<file path="src/rtl/hazard_scoreboard.sv">
// ID-stage hazard scoreboard: a per-register countdown of cycles until a
// result can be forwarded. It drives the ID stall and a stall-cause code,
// and keeps a saturating stalled-cycle counter.
module hazard_scoreboard #(
    parameter int NREG     = 32,
    parameter int RW       = 5,
    parameter int ALU_LAT  = 1,
    parameter int LOAD_LAT = 2,
    parameter int CNT_W    = 3,
    parameter int PERF_W   = 16
) (
    input  logic              clk,
    input  logic              rst_n,
    input  logic              ID_valid,
    input  logic [RW-1:0]     ID_rs,
    input  logic [RW-1:0]     ID_rt,
    input  logic              ID_useRs,
    input  logic              ID_useRt,
    input  logic [RW-1:0]     ID_rw,
    input  logic              ID_regWrite,
    input  logic              ID_memToReg,
    input  logic              ID_uncertainJump,
    input  logic              ID_flush,
    output logic              stall,
    output logic [1:0]        stall_cause,
    output logic [PERF_W-1:0] stall_cycles,
    output logic [NREG-1:0]   pend_mask
);

    logic [CNT_W-1:0]  cnt_q [NREG];
    logic [CNT_W-1:0]  cnt_d [NREG];
    logic [NREG-1:0]   ld_q, ld_d;
    logic [PERF_W-1:0] stall_cycles_q, stall_cycles_d;

    logic [CNT_W-1:0]  need;
    logic [CNT_W-1:0]  rs_cnt, rt_cnt;
    logic              rs_ld, rt_ld;
    logic              rs_haz, rt_haz;
    logic [1:0]        rs_cause, rt_cause;
    logic              issue;

    // Cause for one hazardous source: loads dominate, then branch-on-ALU.
    // A non-branch stalled by a non-load (only possible with ALU_LAT > 1)
    // is reported as an ALU dependency.
    function automatic logic [1:0] src_cause(input logic haz, input logic ld,
                                             input logic br);
        if (!haz)
            return 2'd0;
        if (ld)
            return br ? 2'd3 : 2'd2;
        return 2'd1;
    endfunction

    // Look up the countdown of each source; indices outside the file read as idle.
    always_comb begin
        rs_cnt = '0;
        rs_ld  = 1'b0;
        rt_cnt = '0;
        rt_ld  = 1'b0;
        if (int'(ID_rs) < NREG) begin
            rs_cnt = cnt_q[ID_rs];
            rs_ld  = ld_q[ID_rs];
        end
        if (int'(ID_rt) < NREG) begin
            rt_cnt = cnt_q[ID_rt];
            rt_ld  = ld_q[ID_rt];
        end
    end

    // Hazard detection: branches resolved in ID need the value one cycle earlier.
    always_comb begin
        need     = ID_uncertainJump ? '0 : CNT_W'(1);
        rs_haz   = ID_valid && !ID_flush && ID_useRs && (ID_rs != '0) && (rs_cnt > need);
        rt_haz   = ID_valid && !ID_flush && ID_useRt && (ID_rt != '0) && (rt_cnt > need);
        rs_cause = src_cause(rs_haz, rs_ld, ID_uncertainJump);
        rt_cause = src_cause(rt_haz, rt_ld, ID_uncertainJump);
        stall       = rs_haz || rt_haz;
        stall_cause = (rs_cause > rt_cause) ? rs_cause : rt_cause;
    end

    // Next scoreboard state: decrement everything, then a fresh issue overwrites.
    always_comb begin
        issue = ID_valid && !ID_flush && !stall && (ID_rw != '0) && (int'(ID_rw) < NREG);
        for (int r = 0; r < NREG; r++) begin
            cnt_d[r] = cnt_q[r];
            ld_d[r]  = ld_q[r];
            if (cnt_q[r] != '0) begin
                cnt_d[r] = cnt_q[r] - CNT_W'(1);
                if (cnt_q[r] == CNT_W'(1))
                    ld_d[r] = 1'b0;
            end
            if (issue && (int'(ID_rw) == r)) begin
                if (ID_memToReg) begin
                    cnt_d[r] = CNT_W'(LOAD_LAT);
                    ld_d[r]  = 1'b1;
                end else if (ID_regWrite) begin
                    cnt_d[r] = CNT_W'(ALU_LAT);
                    ld_d[r]  = 1'b0;
                end
            end
        end
        cnt_d[0] = '0;
        ld_d[0]  = 1'b0;
        stall_cycles_d = stall_cycles_q;
        if (stall && (stall_cycles_q != '1))
            stall_cycles_d = stall_cycles_q + PERF_W'(1);
    end

    // Scoreboard and performance counter registers.
    always_ff @(posedge clk or negedge rst_n) begin
        if (!rst_n) begin
            for (int r = 0; r < NREG; r++)
                cnt_q[r] <= '0;
            ld_q           <= '0;
            stall_cycles_q <= '0;
        end else begin
            for (int r = 0; r < NREG; r++)
                cnt_q[r] <= cnt_d[r];
            ld_q           <= ld_d;
            stall_cycles_q <= stall_cycles_d;
        end
    end

    // Pending mask mirrors which countdowns are still running.
    always_comb begin
        for (int r = 0; r < NREG; r++)
            pend_mask[r] = (cnt_q[r] != '0);
    end

    assign stall_cycles = stall_cycles_q;

endmodule

</file>
<file path="config.mk">
export PLATFORM = sky130hd
export DESIGN_NAME = hazard_scoreboard
export DESIGN_NICKNAME = d
export VERILOG_FILES = /design/src/rtl/hazard_scoreboard.sv
export SDC_FILE = /design/constraint.sdc
export NUM_CORES = 1
export LEC_CHECK = 0
export ABC_AREA = 1
export CAP_MARGIN = 20
export CORE_UTILIZATION = 49
export DETAILED_ROUTE_END_ITERATION = 12
export HOLD_SLACK_MARGIN = 0.05
export PLACE_DENSITY = 0.72
export RECOVER_POWER = 25
export SLEW_MARGIN = 30
export SYNTH_ARGS = -nofsm -noshare
export SYNTH_HDL_FRONTEND = slang
export SYNTH_SLANG_ARGS = --single-unit
</file>
<file path="constraint.sdc">
create_clock -name clk -period 5.2 [get_ports clk]
set_input_delay 1.04 -clock clk [delete_from_list [all_inputs] [get_ports clk]]
set_output_delay 1.04 -clock clk [all_outputs]
set_load 0.1 [all_outputs]
</file>
# Word-level counts from Yosys, hierarchy flattened
# Index checks and enable logic that the tools add are counted.
# word_totals
word_cells	519
out_inout_bits	51
reg_bits	140
# op_classes
mux	304
eq_ne	63
addsub	32
reduce_logical	78
n_lt_le_gt_ge	7
bitwise	2
# ops
op	n
2-to-1 mux 3 bit	128
2-to-1 mux 1 bit	163
equality test 3 x 1 -> 1 bit (second input constant)	31
nonzero test 3 bit	31
subtractor 3 x 1 -> 3 bit (second input constant)	31
equality test 5 bit (second input constant)	16
logical AND 1 bit	41
equality test 5 x 4 -> 1 bit (second input constant)	8
binary-select mux 3 bit (select 5 bit)	2
equality test 5 x 3 -> 1 bit (second input constant)	4
2-to-1 mux 2 bit	9
adder 16 x 1 -> 16 bit (second input constant)	1
inequality test 16 bit (second input constant)	1
nonzero test 5 bit	3
>= comparator 6 bit (second input constant)	2
< comparator 5 x 6 -> 1 bit (second input constant)	2
inverter 5 -> 6 bit	2
binary-select mux 1 bit (select 5 bit)	2
equality test 5 x 2 -> 1 bit (second input constant)	2
> comparator 3 x 1 -> 1 bit	2
equality test 5 x 1 -> 1 bit (second input constant)	1
> comparator 2 bit	1
zero test 1 bit	2
logical OR 1 bit	1

# Logic depth before layout (Yosys ltp)
# logic_depth
word_depth	12
depth_mapped	23
ltp_nobuf	20

# Least setup slack after synthesis
# Ideal clock, no wire load.
# synth_timing
path_kind	input to output
from	in ID_rt[1]
to	out stall_cause[0]
setup_slack_ns	-1.677
n_path_buf	3
t_arrival_ns	5.837
path_stages	22
path_cell_list	buf_6 -> inv_4 -> nand2_1 -> clkbuf_1 -> o22ai_1 -> a21oi_1 -> o311ai_0 -> o21ai_0 -> nand2_1 -> nand3_1 -> nand2_1 -> ha_1 -> or2_2 -> nand3_2 -> nand2_4 -> buf_2 -> inv_1 -> nand2_1 -> ha_1 -> nor2_1 -> o22ai_1 -> o21ai_0
# synth_via
elab_chain_len	9
# synth_lines
element	line	text
start: declaration	16	input logic [RW-1:0] ID_rt,
inverter 5 -> 6 bit (implied by the code)	65	rt_cnt = cnt_q[ID_rt];
binary-select mux 3 bit (select 5 bit)	65	
2-to-1 mux 3 bit (implied by the code) (2 in series)	65	
> comparator 3 x 1 -> 1 bit	74	rt_haz = ID_valid && !ID_flush && ID_useRt && (ID_rt != '0) && (rt_cnt > need);
logical AND 1 bit	74	
2-to-1 mux 2 bit *	49	if (ld)
> comparator 2 bit	78	stall_cause = (rs_cause > rt_cause) ? rs_cause : rt_cause;
2-to-1 mux 2 bit *	78	
end: declaration	25	output logic [1:0] stall_cause,
# Mark *: on every way between the ends. The rest lies on a longest branch, timed or not. The select of a mux whose other input is x is not followed.

# Worst setup path after layout
# layout_timing
from	in ID_rt[0]
to	out stall_cause[0]
# Same word-level chain as after synthesis.

==> qor.txt <==
PWR
--------------------------------------------------------------------------------
VDD IR max                                                            0.000347 V
Power per standard cell area                                          543 mW/mm²
Static Leak                                                           0.00760 µW
Final total power                                                        8010 µW

SETUP PATH
--------------------------------------------------------------------------------
Cell-by-cell trace of the critical path                             dlygate4sd2_1 > buf_12 > nand2_4 > inv_4 > a2111oi_2 > o21ai_1 > nand3_1 > nand2_1 > ha_1 > or2_2 > nand3_2 > nand2_4 > inv_2 > nand2_2 > ha_4 > nor2_4 > o22ai_4 > buf_4 > o21ai_4 > buf_12
Data required time at the worst endpoint                                 4.16 ns
Type of destination of the critical path                              output pin
Classification of the worst setup path                              primary input to output pin
Largest stage delay on the critical path                                 0.35 ns
Data arrival at the endpoint of the critical path                        4.06 ns
CP max-delay cell                                                   sky130_fd_sc_hd__a2111oi_2
Kind of launch point of the worst setup path                        primary input
Largest fanout of any net on the critical path                                 8

CTS
--------------------------------------------------------------------------------
TritonCTS clock tree                                                         yes
Clock network latency to the later pin of the worst-skew pair            0.44 ns
Number of buffers created by CTS                                              17
H-tree Lvls                                                                    4
Maximum number of buffers from clock root to sink                              2
Post-CTS Hold Fix Bufs                                                         0
Worst-path clk slew                                                      0.07 ns
Clock net sink count                                                         140
Clk root buf                                                        sky130_fd_sc_hd__clkbuf_16

GRT
--------------------------------------------------------------------------------
Wire length of the first global-routing pass                            64500 µm
Pin count of the biggest net entering global routing                          94
Gr usage total                                                             31.8%
Total grt overflow                                                             0
Antenna violations before repair                                               0
Vias in the first global route                                             12104

TIMING
--------------------------------------------------------------------------------
Worst Max-Slew Pin Slew                                                  3.66 ns
Crit path setup slack, layout                                           0.102 ns
Final setup violation count                                                    0
Final max-slew violation count                                                63
Final worst clock skew                                                 0.0107 ns
Minimum clock period after layout                                        5.10 ns
Share of the clock period used by the worst path                           98.0%
Relative slew slack                                                        -144%
Highest Clock Rate                                                     0.196 GHz
Final hold vios                                                                0

FLOORPLANNING
--------------------------------------------------------------------------------
Height of the die                                                         162 µm
Die span in x                                                             162 µm
Die Outline Area                                                      0.0261 mm²
Total I/O pin count                                                           75
Area of the core                                                      0.0251 mm²
Number of standard-cell rows in the floorplan                                 58
Starting Density                                                           49.7%

DETAILED ROUTING
--------------------------------------------------------------------------------
Routed wire length                                                      40400 µm
Drc violations                                                                 0
DRC marker count from the first detailed-route iteration                    1194
Detailed Routing Iterations Pass 1                                             6
Average detailed-routed wire length per instance                         17.1 µm
Via density per instance                                                    5.40
Number of nets with antenna violations after routing                           0
Via count                                                                  12722

LOGIC SYNTHESIS
--------------------------------------------------------------------------------
Nets in the synthesized netlist                                             2025
Ys Warns                                                                       0
Sequential-to-total area share from yosys stat                             28.0%
Avg Cell Area, Syn                                                      6.57 µm²
Post-Synthesis Cells                                                        1902
FF+latch count, synth                                                        140
Post-synthesis cell area                                              0.0125 mm²
Unique masters post-synth                                                     41

PLACED DESIGN
--------------------------------------------------------------------------------
Number of port buffers                                                        73
Worst setup slack after placement                                      -0.403 ns
Total instance count after detailed placement                               2308
Placed inst area                                                      0.0139 mm²
Global placer's final weighted congestion                                   1.02
Detailed placer's ending HPWL                                           29700 µm

LAYOUT
--------------------------------------------------------------------------------
Filler cells                                                                2429
Layout area overhead                                                       18.0%
Final standard cell count with taps included and fillers excluded           2357
Final-stage net count                                                       2137
Proportion of layout cells with a drive suffix above 1                     9.57%
Diode insertion count for antenna repair                                       0
Final Instance Area                                                   0.0147 mm²

STATUS
--------------------------------------------------------------------------------
Result of the run                                                   finished, violations left
Violated checks                                                     capacitance limit, slew limit

MIN PATH
--------------------------------------------------------------------------------
Tightest Hold Check Type                                            flip-flop to flip-flop

JOB
--------------------------------------------------------------------------------
Max-cap check violation count                                                  1

[through the flow]
step | setup TNS, ns | utilization, % | hold WS (ns)
final | 0 | 58.7 | 0.531
after global routing | -0.0150 | 58.7 | 0.571
after CTS | 0 | 58.2 | 0.539
after floorplan | 0 | - | 0.557
after global placement | -0.350 | 55.3 | 0.507
after detailed placement | -0.403 | 55.3 | 0.518
[metal layers]
| metal | up-vias | track usage, % | share of wire [%] |
|---|---|---|---|
| li1 | 6207 | - | - |
| met1 | 5890 | 40.9 | 42 |
| met2 | 502 | 51.9 | 46 |
| met3 | 123 | 4.01 | 6.6 |
| met4 | 0 | 17.2 | 5.1 |
| met5 | - | 0 | 0 |
[critical path: cells and delay by family]
family / cells / cell delay [ns]
simple gates: 8 / 0.94
buf+inv: 6 / 0.86
compound gates: 4 / 0.68
fa+ha+maj: 2 / 0.50
[cell usage after synthesis, drive strengths merged]
cell type  instances  area [µm²]
a221oi             1        8.76
and2               1        6.26
nor3              47         235
o311ai             3        26.3
xor2              41         359
a21boi             1        7.51
o211ai             9        67.6
o2111ai            3        26.3
nor4               3        18.8
nor2             142         831
o22ai              9        56.3
o21ai            170         851
ha                99        1240
dfrtp            140        3500
buf               24         194
xnor2              3        26.3
conb               1        3.75
or2                2        12.5
nand4             34         213
a22oi              6        45.0
inv              318        1200
clkbuf            40         150
a21oi             63         315
nand2            634        2410
nand3             65         348
a2111oi            1        8.76
o21a              31         233
o221ai            10        87.6
nand3b             1        7.51
[logic make-up (layout without fill, tap and decap cells)]
group                      Yosys count  after routing  share of synthesized area (%)
buffers and inverters              382            507                           12.4
other                                1              1                         0.0300
AOI/OAI and AO/OA                  307            307                           13.9
xor gates and xnor gates            44             44                           3.09
adders and majority gates           99             99                           9.92
DFF                                140            140                           28.0
and+or+nand+nor                    929            929                           32.7
[registers in the layout, summed over array words and instances (netlist names)]
name          flops
ld_q             31
cnt_q            93
stall_cycles     16
[worst paths after layout]
path	cells after the start	from	endpoint	slack [ns]
max	20	ID_rt[0]	stall_cause[0]	0.10
min	2	stall_cycles[6]	stall_cycles[6]	0.53
max reg2reg	17	cnt_q[63]	stall_cycles[8]	1.87
min reg2reg	2	stall_cycles[6]	stall_cycles[6]	0.53
max in group asynchronous	1	rst_n	cnt_q[2]	1.26
min in group asynchronous	1	rst_n	cnt_q[52]	1.85
[final cells by class]
cell class,instances,area [µm²],area share (%)
inverter,318,1210,8.23
multi-input combinational,1380,7550,51.2
sequential,140,3500,23.8
clock inverter,14,166,1.13
tap,330,413,2.80
timing repair buffer,157,1450,9.85
clock buffer,18,439,2.98
[cells in the final DEF (no fill, tap or decap), types with 6 or more instances in the layout]
| cell type | n |
|---|---|
| sky130_fd_sc_hd__ha_1 | 98 |
| sky130_fd_sc_hd__o211ai_1 | 9 |
| sky130_fd_sc_hd__o22ai_1 | 8 |
| sky130_fd_sc_hd__o21a_1 | 31 |
| sky130_fd_sc_hd__o21ai_1 | 13 |
| sky130_fd_sc_hd__o221ai_1 | 8 |
| sky130_fd_sc_hd__buf_6 | 7 |
| sky130_fd_sc_hd__dfrtp_1 | 140 |
| sky130_fd_sc_hd__nand4_1 | 34 |
| sky130_fd_sc_hd__buf_4 | 74 |
| sky130_fd_sc_hd__nor2_1 | 106 |
| sky130_fd_sc_hd__inv_1 | 306 |
| sky130_fd_sc_hd__nand3_1 | 60 |
| sky130_fd_sc_hd__nor2_4 | 32 |
| sky130_fd_sc_hd__a21oi_1 | 63 |
| sky130_fd_sc_hd__inv_2 | 6 |
| sky130_fd_sc_hd__nor3_1 | 47 |
| sky130_fd_sc_hd__clkdlybuf4s50_1 | 61 |
| sky130_fd_sc_hd__nand2_1 | 625 |
| sky130_fd_sc_hd__buf_12 | 7 |
| sky130_fd_sc_hd__xor2_1 | 41 |
| sky130_fd_sc_hd__inv_8 | 7 |
| sky130_fd_sc_hd__o21ai_0 | 156 |
| sky130_fd_sc_hd__clkbuf_16 | 17 |
[power breakdown]
group / total, µW / internal (µW) / leakage [µW] / switching [µW]
registers: 2010 / 1520 / 0.00175 / 482
clock network: 1290 / 703 / 0.000300 / 590
logic: 4710 / 1520 / 0.00555 / 3180
[timing repair]
action | 4_1_cts | 5_1_grt
setup buffers | 11 | 6
gates cloned | 0 | 0
gates resized for setup | 18 | 35
pin swaps | 10 | 19
endpoints found under the setup margin | 1 | 1
No activity file was read; power rests on OpenSTA's default activity.
==> RTL change 1, RTL diff (same settings) <==
Change the parameter `NREG` from 32 to 64.
--- a/src/rtl/hazard_scoreboard.sv
+++ b/src/rtl/hazard_scoreboard.sv
@@ -3,5 +3,5 @@
 // and keeps a saturating stalled-cycle counter.
 module hazard_scoreboard #(
-    parameter int NREG     = 32,
+    parameter int NREG     = 64,
     parameter int RW       = 5,
     parameter int ALU_LAT  = 1,
Ports: changed (resized pend_mask); port bits go from 75 to 107. The function was not compared with the original's and may differ.
==> RTL change 1 against the unedited design <==
  * The run still ends with max-capacitance violations, max-slew violations left
  * Worst setup slack better by 0.060 ns
  * Hold slack got worse by 0.046 ns
  * Sequential cell count increased by 96
  * Cell count increased by 28%
  * Wire length is 23% higher
  * Core utilization rose by 0.21 points
  * Maximum frequency increased by 1.2%
  * Power is 19% higher
  * Synthesized area increased by 37%
  * Count of clock-buffer cells in the layout up 23
  * Design area increased by 38%
  * Global-route usage shrank 3.5 points
  * Clock skew rose by 0.0096 ns
  * Critical path type unchanged
  * Critical endpoint unchanged
  * Largest cell class unchanged
  * Largest power group unchanged
==> RTL change 1: results (changes against the unedited design) <==
Pwr
  • Leak Pwr: 10.6 nW (+40%)
  • Worst VDD drop: 0.000342 V (-1.2%)

Place
  • Post-DP Area: 19200 um^2 (+38%)
  • DP HPWL: 37.2 mm (+25%)
  • IO buf count: 105 (+44%)
  • GP Congestion: 1.06 (+3.0%)
  • Worst slack, placed: -0.314 ns (+0.0882 ns)

Clock network
  • Worst-Skew Late Latency: 0.60 ns (+0.16 ns)
  • Total clock buffers created by CTS: 28 (+11)
  • Longest Clk Path Bufs: 3 (+1)

Global route
  • First-pass GRT wire length: 80.4 mm (+25%)
  • Tot GR Track Use: 28.3% (-3.5 points)
  • Largest net degree at the start of global routing: 113 (+20%)
  • Initial antenna violation count: 1 (+1)
  • Vias in the first global route: 15468 (+28%)

Detailed routing
  • Drt via density: 5.22 (-3.3%)
  • Wirelength per Cell: 16.5 um (-3.9%)
  • DRT iter0 DRCs: 1082 (-9.4%)

Worst setup path
  • R2R depth: 18 (+1)
  • WP data arrival: 4.00 ns (-0.06 ns)
  • Slowest CP cell: or2_2
  • Critical Path Max Stage Delay: 0.30 ns (-0.05 ns)
  • Critical R2R Launch: cnt_q[180]
  • Top cell family by delay on the critical path: compound AO/OA/AOI/OAI gates

Final layout
  • Nets: 2740 (+28%)
  • Largest Register: cnt_q
  • Max reg flops: 189 (+100%)
  • Layout cells sized above 1: 8.32% (-1.3 points)

Synth
  • Ys async rst share: 100% (unchanged)
  • Synth cell types: 37 (-9.8%)
  • Post-synthesis sequential area ratio: 34.5% (+6.5 points)
  • Most frequent cells after synthesis: 670 x nand2_1, 437 x inv_1, 236 x dfrtp_1, 193 x o21ai_0, 183 x nor2_1
  • Synth top area cells: dfrtp_1 35%, nand2_1 15%, ha_1 12%
  • Cell Area, Synth: 17100 um^2 (+37%)
  • Mapped Nets: 2573 (+27%)

Timing
  • Worst-Margin Slew: 2.92 ns (-0.746 ns)
  • Max-slew violations: 46 (-27%)
  • Minimum clock period: 5.04 ns (-0.0604 ns)
  • Hold_ws: 0.485 ns (-0.0461 ns)
  • Fin Clk Skew: 0.0203 ns (+0.00961 ns)

Run status
  • Failing checks: max-capacitance violations, max-slew violations
  • Status: finished, violations left

Hold path
  • Hold endpoint: cnt_q[49]
  • Hold Path Origin: cnt_q[49]

Job
  • Max_cap viols: 1 (unchanged)
RTL change 1: repair_timing:
item	4_1_cts	5_1_grt
gates cloned	1	2
pin swaps	10	12
setup buffers	4	1
gates resized for setup	17	30
endpoints found under the setup margin	1	1
endpoints found under the hold margin	0	0
RTL change 1: layout make-up:
class | instances | area [um^2]
well taps | 455 | 569
repair inverters | 1 | 8.76
clock buffers | 41 | 830
flip-flops and latches | 236 | 5910
fillers | 3171 | 14200
clock inverters | 9 | 95.1
inverters | 444 | 1680
repair buffers | 199 | 1850
multi-input cells | 1643 | 9360
RTL change 1: through the flow:
| step | std cells | utilization (%) |
|---|---|---|
| finish | 3028 | 58.9 |
| global route | 3028 | 58.9 |
| CTS | 3024 | 58.6 |
| detailed placement | 2969 | 55.7 |
| global placement | 2969 | 55.7 |
| floorplan | 2386 | - |
RTL change 1: report_power, final:
| part | switching, W | total (W) | internal (W) |
|---|---|---|---|
| Clock | 0.000844 | 0.00200 | 0.00115 |
| Combinational | 0.00329 | 0.00481 | 0.00152 |
| Sequential | 0.000489 | 0.00276 | 0.00227 |
| Total | 0.00462 | 0.00956 | 0.00494 |
RTL change 1: cells by family (layout without fill, tap and decap cells):
logic type / count (synthesis) / after routing / share of synthesized area, %
and+or+nand+nor: 1025 / 1025 / 25.2
buffers and inverters: 507 / 694 / 11.4
AOI/OAI and AO/OA: 345 / 345 / 11.3
DFF: 236 / 236 / 34.5
adders and majority gates: 163 / 163 / 11.9
xor gates and xnor gates: 109 / 109 / 5.58
other: 1 / 1 / 0.0219
RTL change 1: worst max-delay path by stage:
stage,from,end,cells after the start
after floorplan,ID_rs[0],stall_cause[0],21
after global placement,ID_rs[0],stall_cause[0],20
after detailed placement,ID_rs[0],stall_cause[0],20
after CTS,ID_rt[1],stall_cause[0],19
after global routing,ID_rt[1],stall_cause[0],19
final,ID_rs[0],stall_cause[0],20
RTL change 1: tightest hold or removal path: cells and delay by family (launching register included):
kind            cells  cell delay [ns]
flops               1             0.34
compound gates      1             0.06
simple gates        1             0.05
RTL change 1: metal layers:
metal / global-route usage [%] / vias up / part of all wire [%]
li1: - / 7715 / -
met3: 5.22 / 146 / 6.9
met2: 46.5 / 533 / 46
met1: 36.1 / 7410 / 42
met4: 12.9 / 2 / 4.8
met5: 0 / - / 0.034
==> RTL change 2, RTL diff (same flow settings) <==
Made on the original files. `ld_q` no longer has a reset.
--- a/src/rtl/hazard_scoreboard.sv
+++ b/src/rtl/hazard_scoreboard.sv
@@ -112,12 +112,14 @@
             for (int r = 0; r < NREG; r++)
                 cnt_q[r] <= '0;
-            ld_q           <= '0;
             stall_cycles_q <= '0;
         end else begin
             for (int r = 0; r < NREG; r++)
                 cnt_q[r] <= cnt_d[r];
-            ld_q           <= ld_d;
             stall_cycles_q <= stall_cycles_d;
         end
+    end
+
+    always_ff @(posedge clk) begin
+        ld_q <= ld_d;
     end
 
Check against the original RTL: not settled (the Yosys comparison gave no result); the edit may change what the design does.
==> RTL change 2 against the unedited design <==
  * The flow still finishes with violations (max-capacitance violations, max-slew violations)
  * Die area decreased by 1.2%
  * Synthesized area is 1.2% lower
  * Power fell by 0.22%
  * Wire length decreased by 0.40%
  * Via count grew 0.33%
  * Design area decreased by 2.1%
  * First-iteration DRC count down 2.8%
  * Core utilization up 0.13 points
  * Worst setup slack got worse by 0.027 ns
  * Sequential cell count did not move
  * Hold slack lost 0.0010 ns
  * Critical endpoint unchanged
==> RTL change 2: results (changes against the unedited design) <==
Timing
  • Fin Clk Skew: 0.0122 ns (+0.00143 ns)
  • Max-slew violations: 72 (+14%)
  • Fin worst setup slack: 0.0748 ns (-0.0269 ns)
  • Hold_ws: 0.530 ns (-0.00101 ns)

Synth
  • Synth top area cells: dfrtp_1 22%, nand2_1 19%, ha_1 10%
  • Ys async rst share: 77.9% (-22 points)

Final layout
  • Buffering overhead: 9.12% (-0.73 points)
  • FILL cells: 2357 (-3.0%)
  • Fraction of area in multi-input gates: 52.3% (+1.1 points)
  • Post-route cell area: 14400 um^2 (-2.1%)
  • Nets: 2124 (-0.61%)
  • Non-Clock Buffer Count: 144 (-8.3%)

Pwr
  • Total combinational power: 0.00470 W (about the same)
  • Worst VDD drop: 0.000386 V (+11%)
  • Leak Pwr: 7.33 nW (-3.6%)
  • NetSw: 0.00424 W (-0.50%)

Run status
  • Status: finished, violations left
  • Failing checks: max-capacitance violations, max-slew violations

Global route
  • GR Layer Usage met2: 51.6% (-0.31 points)
  • Vias in the first global route: 12153 (+0.40%)
  • First-pass GRT wire length: 64.3 mm (-0.19%)
  • Met3 Use GR: 4.78% (+0.77 points)

Clock network
  • Postcts setup bufs: 2 (-9)
  • PostCTS Resize Cnt: 17 (-1)

Worst setup path
  • Top cell family by delay on the critical path: buffers and inverters
  • Reg2reg end: stall_cycles[0]

Detailed routing
  • DR WL met2: 18.6 mm (-0.71%)
  • Number of detailed-route iterations in the first pass: 8 (+2)
  • Via count: 12764 (+0.33%)

Job
  • Max_cap viols: 2 (+1)
==> RTL change 2: cell count changes after synthesis, sizes merged <==
| cell | before | now |
|---|---|---|
| dfrtp | 140 | 109 |
| dfxtp | 0 | 31 |
==> RTL change 2: cells by family (layout without fill, tap and decap cells) <==
family          Yosys count  in the layout  synth area share [%]
simple gates            929            929                  33.1
buf+inv                 382            494                  12.5
compound gates          307            307                  14.0
flops                   140            140                  27.1
fa+ha+maj                99             99                  10.0
xor+xnor                 44             44                  3.12
other cells               1              1                0.0304
==> RTL change 2: how the worst max path moves through the flow <==
stage | from | end
2_1_floorplan | ID_rs[0] | stall_cause[0]
3_3_place_gp | ID_rs[0] | stall_cause[0]
3_5_place_dp | ID_rs[0] | stall_cause[0]
4_1_cts | ID_rt[0] | stall_cause[0]
5_1_grt | ID_rt[0] | stall_cause[0]
6_report | ID_rt[0] | stall_cause[0]
